<file path="src/rtl/elastic_pipe_reg_pkg.sv">
`default_nettype none
// ============================================================================
//  Module      : elastic_pipe_reg_pkg
//  Description : Shared constants and helpers for the elastic pipeline
//                register and its stage sub-module.
//                  MIN_DEPTH : smallest legal stage count.
//                  count_w() : width of an occupancy counter that must be
//                              able to hold the values 0..depth.
//  Revision    : 1.0 - initial release
// ============================================================================
package elastic_pipe_reg_pkg;

    localparam int MIN_DEPTH = 1;

    function automatic int count_w(input int depth);
        return $clog2(depth + 1);
    endfunction

endpackage
`default_nettype wire

</file>
<file path="src/rtl/elastic_pipe_stage.sv">
`default_nettype none
// ============================================================================
//  Module      : elastic_pipe_stage
//  Description : One data/valid register pair of the elastic pipeline.
//                Loads in_valid when the stage advances, loads in_data only
//                together with a valid word, and clears its valid bit on a
//                synchronous flush while holding its data.
//  Ports       : clk      - clock, rising edge
//                rst_n    - asynchronous active-low reset
//                in_data  - data offered by the upstream stage / input
//                in_valid - valid offered by the upstream stage / input
//                adv      - this stage may take a new value this cycle
//                flush    - synchronous clear of the valid bit
//                data     - registered stage data
//                valid    - registered stage valid
//  Revision    : 1.0 - initial release
// ============================================================================
module elastic_pipe_stage #(
    parameter int WIDTH = 8
) (
    input  logic             clk,
    input  logic             rst_n,
    input  logic [WIDTH-1:0] in_data,
    input  logic             in_valid,
    input  logic             adv,
    input  logic             flush,
    output logic [WIDTH-1:0] data,
    output logic             valid
);

    logic             r_valid_q;
    logic             w_valid_d;
    logic [WIDTH-1:0] r_data_q;
    logic [WIDTH-1:0] w_data_d;

    always_comb begin
        w_valid_d = r_valid_q;
        w_data_d  = r_data_q;
        if (flush) begin
            w_valid_d = 1'b0;
        end else if (adv) begin
            w_valid_d = in_valid;
            // Data only moves with a valid word so an empty stage never toggles.
            if (in_valid) begin
                w_data_d = in_data;
            end
        end
    end

    always_ff @(posedge clk or negedge rst_n) begin
        if (!rst_n) begin
            r_valid_q <= 1'b0;
            r_data_q  <= '0;
        end else begin
            r_valid_q <= w_valid_d;
            r_data_q  <= w_data_d;
        end
    end

    assign data  = r_data_q;
    assign valid = r_valid_q;

endmodule
`default_nettype wire

</file>
<file path="src/rtl/elastic_pipe_reg.sv">
`default_nettype none
// ============================================================================
//  Module      : elastic_pipe_reg
//  Description : DEPTH-stage, WIDTH-bit stallable pipeline register with
//                valid/ready handshakes on both sides. Empty stages are
//                filled even while the output is stalled (bubble collapse),
//                FLUSH synchronously empties every stage, and COUNT tracks
//                the number of occupied stages.
//  Ports       : CLK         - clock, rising edge
//                ASYNCRESETN - asynchronous active-low reset
//                I, I_VALID  - input word and its valid
//                I_READY     - input word is accepted this cycle
//                O, O_VALID  - output word (last stage) and its valid
//                O_READY     - consumer takes O this cycle
//                FLUSH       - synchronous clear of all stage valids
//                COUNT       - number of valid stages (registered)
//  Options     : `define ELASTIC_PIPE_REG_SVA_EN elaborates inline
//                assertions and a full-pipeline cover point.
//  Revision    : 1.0 - initial release
// ============================================================================
module elastic_pipe_reg
    import elastic_pipe_reg_pkg::*;
#(
    parameter int WIDTH = 8,
    parameter int DEPTH = 2
) (
    input  logic                      CLK,
    input  logic                      ASYNCRESETN,
    input  logic [WIDTH-1:0]          I,
    input  logic                      I_VALID,
    output logic                      I_READY,
    output logic [WIDTH-1:0]          O,
    output logic                      O_VALID,
    input  logic                      O_READY,
    input  logic                      FLUSH,
    output logic [count_w(DEPTH)-1:0] COUNT
);

    localparam int c_STAGES = (DEPTH < MIN_DEPTH) ? MIN_DEPTH : DEPTH;
    localparam int c_CW     = count_w(DEPTH);

    typedef struct packed {
        logic             valid;
        logic [WIDTH-1:0] data;
    } stage_t;

    stage_t [c_STAGES-1:0] w_stage_in;
    logic   [c_STAGES:0]   w_adv;
    logic   [c_STAGES-1:0] w_valid;
    logic   [WIDTH-1:0]    w_data [c_STAGES];
    logic                  w_accept;
    logic                  w_emit;
    logic   [c_CW-1:0]     r_count_q;
    logic   [c_CW-1:0]     w_count_d;

    // A stage can advance if it is empty or the stage after it advances;
    // the chain therefore resolves from the consumer backwards.
    assign w_adv[c_STAGES] = O_READY;

    for (genvar k = 0; k < c_STAGES; k++) begin : g_stage
        assign w_adv[k] = ~w_valid[k] | w_adv[k+1];

        if (k == 0) begin : g_head
            assign w_stage_in[k] = '{valid: w_accept, data: I};
        end else begin : g_body
            assign w_stage_in[k] = '{valid: w_valid[k-1], data: w_data[k-1]};
        end

        elastic_pipe_stage #(
            .WIDTH (WIDTH)
        ) u_stage (
            .clk      (CLK),
            .rst_n    (ASYNCRESETN),
            .in_data  (w_stage_in[k].data),
            .in_valid (w_stage_in[k].valid),
            .adv      (w_adv[k]),
            .flush    (FLUSH),
            .data     (w_data[k]),
            .valid    (w_valid[k])
        );
    end

    assign I_READY  = w_adv[0] & ~FLUSH;
    assign w_accept = I_VALID & I_READY;
    assign O        = w_data[c_STAGES-1];
    assign O_VALID  = w_valid[c_STAGES-1];
    // The output handshake still completes in a flush cycle.
    assign w_emit   = O_VALID & O_READY;

    always_comb begin
        w_count_d = r_count_q;
        if (FLUSH) begin
            w_count_d = '0;
        end else begin
            w_count_d = r_count_q + c_CW'(w_accept) - c_CW'(w_emit);
        end
    end

    always_ff @(posedge CLK or negedge ASYNCRESETN) begin
        if (!ASYNCRESETN) begin
            r_count_q <= '0;
        end else begin
            r_count_q <= w_count_d;
        end
    end

    assign COUNT = r_count_q;

`ifdef ELASTIC_PIPE_REG_SVA_EN
    a_out_hold: assert property (@(posedge CLK) disable iff (!ASYNCRESETN)
        (O_VALID && !O_READY && !FLUSH) |=> (O_VALID && $stable(O)));

    a_count_max: assert property (@(posedge CLK) disable iff (!ASYNCRESETN)
        COUNT <= c_CW'(DEPTH));

    a_count_pop: assert property (@(posedge CLK) disable iff (!ASYNCRESETN)
        COUNT == c_CW'($countones(w_valid)));

    a_latency: assert property (@(posedge CLK) disable iff (!ASYNCRESETN)
        (I_VALID && I_READY) ##0 (O_READY && !FLUSH)[*DEPTH] |=> O_VALID);

    cv_full: cover property (@(posedge CLK) disable iff (!ASYNCRESETN)
        COUNT == c_CW'(DEPTH));
`endif

endmodule
`default_nettype wire

</file>
<file path="config.mk">
export PLATFORM = sky130hd
export DESIGN_NAME = elastic_pipe_reg
export DESIGN_NICKNAME = d
export VERILOG_FILES = /design/src/rtl/elastic_pipe_reg_pkg.sv /design/src/rtl/elastic_pipe_stage.sv /design/src/rtl/elastic_pipe_reg.sv
export SDC_FILE = /design/constraint.sdc
export NUM_CORES = 1
export LEC_CHECK = 0
export ABC_CLOCK_PERIOD_IN_PS = 2400
export CAP_MARGIN = 20
export CORE_AREA = 3 3 48 50
export DETAILED_ROUTE_END_ITERATION = 8
export DIE_AREA = 0 0 51 53
export HOLD_SLACK_MARGIN = 0.1
export PLACE_DENSITY = 0.73
export SYNTH_ARGS = -nofsm -noshare
export SYNTH_HDL_FRONTEND = slang
export SYNTH_SLANG_ARGS = --single-unit
</file>
<file path="constraint.sdc">
create_clock -name CLK -period 2.4 [get_ports CLK]
set_clock_uncertainty 0.1 [all_clocks]
set_input_delay 0.48 -clock CLK [delete_from_list [all_inputs] [get_ports CLK]]
set_output_delay 0.48 -clock CLK [all_outputs]
set_load 0.01 [all_outputs]
</file>
After elaboration in Yosys (flattened, before gate mapping)
Index checks and enable logic that the tools add are counted.
{ "word_totals": {"elab_cells": 24, "inputBits": 13, "register_bits": 20, "output_inout_bits": 12} }
{ "op_classes": {"bitwise_logic": 8, "n_mux": 5, "addsub": 2, "reduce_logical": 4} }
{ "op_table": {"columns": ["cell", "n"], "rows": [
  ["AND reduction 3 bit", 2],
  ["two-way mux 1 bit", 4],
  ["nonzero test 2 bit", 2],
  ["bitwise AND 1 bit", 3],
  ["inverter 1 bit", 3],
  ["adder 2 x 1 -> 2 bit", 1],
  ["two-way mux 2 bit", 1],
  ["OR 1 bit", 2],
  ["subtractor 2 x 1 -> 2 bit", 1]
]} }

Logic depth before layout (Yosys ltp)
{ "logic_depth": {"word_depth": 8, "depth_mapped": 9, "mapped_depth_nobuf": 8} }

Hierarchy
A second synthesis with hierarchy kept.
{ "hier_totals": {"hier_cells": 55, "area_unflattened_um2": 853.3} }
{ "modules_own_cells": {"columns": ["mod", "cells_per_inst", "seq_area_each_um2", "area_each_um2", "n_inst"], "rows": [
  ["elastic_pipe_stage", 20, 225.2, 349.1, 2],
  ["elastic_pipe_reg", 15, 50.0, 155.1, 1]
]} }

Worst setup path before layout
OpenSTA, ideal clock, no wires.
{ "synth_path": {"kind": "input to register", "from": "in O_READY", "to": "reg r_count_q[1], in the netlist COUNT[1]", "arrival_time_ps": 1978, "path_slack_ps": 203, "cell_stages": 9, "t_required_ps": 2181, "setup_ps": 119, "path_cell_list": "and3b_2 or3b_1 buf_6 ha_1 inv_1 ha_1 xor2_1 xnor2_1 nor2_1"} }
{ "synth_between": {"elab_chain_cells": 7, "word_cells_on_any_way": 8, "cone_classes": "add/sub (2); mux (1); bitwise (5)"} }
{ "synth_lines": {"columns": ["item", "line", "rtl"], "rows": [
  ["start: declaration", "elastic_pipe_reg.sv:34", "input logic O_READY,"],
  ["OR 1 bit (2 in series)", "elastic_pipe_reg.sv:61", "assign w_adv[k] = ~w_valid[k] | w_adv[k+1];"],
  ["bitwise AND 1 bit", "elastic_pipe_reg.sv:83", "assign I_READY = w_adv[0] & ~FLUSH;"],
  ["bitwise AND 1 bit", "elastic_pipe_reg.sv:84", "assign w_accept = I_VALID & I_READY;"],
  ["adder 2 x 1 -> 2 bit", "elastic_pipe_reg.sv:95", "w_count_d = r_count_q + c_CW'(w_accept) - c_CW'(w_emit);"],
  ["subtractor 2 x 1 -> 2 bit *", "elastic_pipe_reg.sv:95", null],
  ["two-way mux 2 bit *", "elastic_pipe_reg.sv:92", "if (FLUSH) begin"],
  ["named net w_count_d[1]", "elastic_pipe_reg.sv:54", "logic [c_CW-1:0] w_count_d;"],
  ["end signal: assignment", "elastic_pipe_reg.sv:103", "r_count_q <= w_count_d;"],
  ["end: declaration", "elastic_pipe_reg.sv:53", "logic [c_CW-1:0] r_count_q;"]
]} }
The timed path passes the listed nets; every way through them passes the cells marked *.
A chain may end at the register's enable or synchronous reset.

Worst setup path after layout
Ends and elaborated chain as after synthesis.

==> results by group <==
Route
  – Antenna violation net count after detailed routing: 0
  – DR iter-0 viols: 2
  – Vias per cell: between 4 and 5
  – DR vias: between 500 and 600
  – Final wirelength: ~1500 um
  – Wire length per cell: roughly 13 um
  – 1st-pass router iterations: 3
  – DRC Markers: 0

Power
  – P per Cell Area: about 730 nW/um2
  – Peak VDD IR: 419 uV
  – Int Pwr: 0.000664 W
  – Clock power share: between 20 and 25%
  – Combinational power share: 28.4%
  – Sw frac: ~24%
  – Overall power: 0.000875 W
  – Net Switching: 0.000212 W
  – Reg power frac: between 50% and 60%
  – Lkg Pwr: 0.565 nW

Setup path
  – Crit path largest cell delay: approximately 0.47 ns
  – Setup crit end kind: flop
  – Critical path buffers and inverters: 2
  – Critical Path Slowest Stage Cell: clkdlybuf4s50_1
  – Critical Path Start Type: input pin
  – Most frequent CP cell: ha_1
  – CP arrival: roughly 2.4 ns
  – WS Path Type: in -> reg
  – Worst path cell trace: clkdlybuf4s50_1 > and3b_2 > or3b_1 > ha_1 > inv_1 > ha_1 > xor2_1 > xnor2_1 > nor2_1
  – CP max FO: 2
  – Delay-heaviest family, CP: simple AND/OR/NAND/NOR gates
  – Critical Path RT: around 2.5 ns

Die
  – Chip height: 53 um
  – Rows: 16
  – Starting density of the core: between 40 and 50%
  – Die ar.: between 2000 and 3000 um2
  – Core area: ~1900 um2
  – # IOs: 25
  – Die width: roughly 51 um

Global route
  – Vias in the first global route: around 600
  – First-pass GRT wire length: about 2600 um
  – Grt ovf: 0
  – M1 GR Usage: ~17%
  – Peak-usage layer in the global routing report: met2
  – Tot GR Track Use: 13.3%
  – GRT met3 Usage: 3.10%
  – Largest net degree at the start of global routing: 21
  – Met2 GRT Util: between 20% and 30%
  – Antenna violations before repair: 0

STA
  – Final min period: between 2 and 2.5 ns
  – Fmax: 0.436 GHz
  – Setup tns final: 0 ns
  – Slew margin rel.: 83.7%
  – Max Transition Viols Final: 0
  – Fin. Hold Viols: 0
  – Setup repair after global routing missed its margin: no
  – Worst-Margin Slew: 0.245 ns
  – Final setup fails: 0
  – Period utilization: between 90% and 100%

Yosys
  – Post-Syn Nets: between 60 and 70
  – Mean Syn Cell Area: roughly 16 um2
  – Number of library cell types mapped by synthesis: 15
  – Seq cells post-synth: 20
  – Mapped Area: approximately 840 um2
  – Post-Synthesis Cells: 54
  – Yosys top cell area share: 59.3%
  – Sequential share of the synthesized area: approximately three fifths
  – Ys Warns: 0
  – Most area-consuming cells after synthesis: dfrtp_1 (59%), mux2_4 (14%), mux2_2 (11%), ha_1 (3.0%), nor2_1 (2.7%)
  – Yosys top cell by area: dfrtp_1

Clock network
  – TritonCTS clock tree: yes
  – Worst skew pair latency: just under 0.3 ns
  – H-tree depth: 1
  – Clock root cell: clkbuf_4
  – Num CTS Buffers: 3
  – Deepest clock path buffer count: 2
  – Post-CTS Setup Inserts: 0
  – Hold buffers post-CTS: 0
  – Clock Sinks: 20
  – Clk slew on worst S/H paths: approximately 0.11 ns

Final layout
  – Fillers: about 160
  – Post-layout nets: about 100
  – Layout cells sized above 1: around a third
  – Ant diodes: 0
  – Area Overhead vs Synth: 41.5%

Outcome
  – Status: complete, no violations

Worst hold path
  – Worst min path class: in -> async

Job
  – Max Cap Viol: 0

Placed design
  – PortBufs: 24
  – GPL Wtd Cong: around 0.68
  – HPWL Detailed: about 1100 um
power groups by stage:
stage | sequential [W] | clock, W | combinational [W]
floorplan | 0.000462 | 0 | 0.0000900
global route | 0.000447 | 0.000213 | 0.000268
detailed placement | 0.000445 | 0 | 0.000252
CTS | 0.000439 | 0.000201 | 0.000253
global placement | 0.000442 | 0 | 0.000247
finish | 0.000438 | 0.000189 | 0.000248
worst reg2reg max path: stages (launching register included):
cell and delay (ns):
dfrtp_1 0.42, and3b_2 0.22, or3b_1 0.37, ha_1 0.29
inv_1 0.04, ha_1 0.17, xor2_1 0.16, xnor2_1 0.14
nor2_1 0.05
stage by stage:
step           utilization [%]  hold WS, ns  cells  worst slack (ns)  area (um2)
2_1_floorplan                -       0.0844     54             0.203         845
3_3_place_gp              59.7        0.389    111            -0.149        1160
3_5_place_dp              59.7        0.395    111            -0.218        1160
4_1_cts                   61.5        0.402    115            0.0960        1190
5_1_grt                   61.5        0.408    115            0.0181        1190
6_report                  61.5        0.410    115             0.106        1190
cell usage after synthesis, drive strengths merged:
master	number
xor2	1
nor2	6
buf	1
or3b	1
nor2b	1
inv	1
dfrtp	20
and3b	1
ha	2
and2b	1
and2	1
nor3b	1
xnor2	1
mux2	16
state kept, by name, indices dropped and copies added, names as in the netlist:
name,cells
g_stage.u_stage.data,16
COUNT,2
g_stage.u_stage.valid,2
cell type report:
cell class	instances	area [um2]	share of cell area [%]
sequential	20	500	41.9
multi-input combinational	32	329	27.5
timing repair buffer	31	292	24.4
clock buffer	4	36.3	3.04
tap	27	33.8	2.83
inverter	1	3.75	0.314
timing repair:
action | CTS | global route
hold endpoints to repair | 0 | 0
gates resized for setup | 1 | 0
setup endpoints to repair | 1 | 0
cell usage in the layout, fill, tap and decap left out, drive strengths merged, types with 2 or more instances in the layout:
| cell type | count |
|---|---|
| ha | 2 |
| clkbuf | 4 |
| mux2 | 16 |
| dfrtp | 20 |
| buf | 7 |
| nor2 | 6 |
| clkdlybuf4s50 | 23 |
layer usage:
metal / vias up / part of all wire [%]
met5: - / 0
met2: 15 / 50
met1: 261 / 44
met3: 2 / 5.4
met4: 0 / 0.88
li1: 249 / -
logic make-up (layout without fill, tap and decap cells):
group                    after synthesis  count (layout)  share of synthesized area (%)
XOR/XNOR                               2               2                           2.07
AND/OR/NAND/NOR                       12              12                           9.04
adder cells (fa/ha/maj)                2               2                           2.96
buffers and inverters                  2              36                           1.78
flip-flops                            20              20                           59.3
multiplexers                          16              16                           24.9
path summary, 6_finish.rpt:
| path | startpoint | depth (start not counted) | endpoint | slack (ns) |
|---|---|---|---|---|
| setup / recovery | O_READY | 9 | COUNT[1]$_DFF_PN0_ | 0.11 |
| min in group CLK | g_stage[0].u_stage.data[0]$_DFFE_PN0P_ | 1 | g_stage[0].u_stage.data[0]$_DFFE_PN0P_ | 0.41 |
| setup reg to reg | g_stage[1].u_stage.valid$_DFFE_PN0P_ | 8 | COUNT[1]$_DFF_PN0_ | 0.34 |
| hold / removal | ASYNCRESETN | 2 | g_stage[0].u_stage.data[4]$_DFFE_PN0P_ | 0.41 |
| hold reg to reg | g_stage[0].u_stage.data[0]$_DFFE_PN0P_ | 1 | g_stage[0].u_stage.data[0]$_DFFE_PN0P_ | 0.41 |
| max in group asynchronous | ASYNCRESETN | 2 | g_stage[1].u_stage.data[0]$_DFFE_PN0P_ | 1.59 |
No activity file was read; power rests on OpenSTA's default activity.
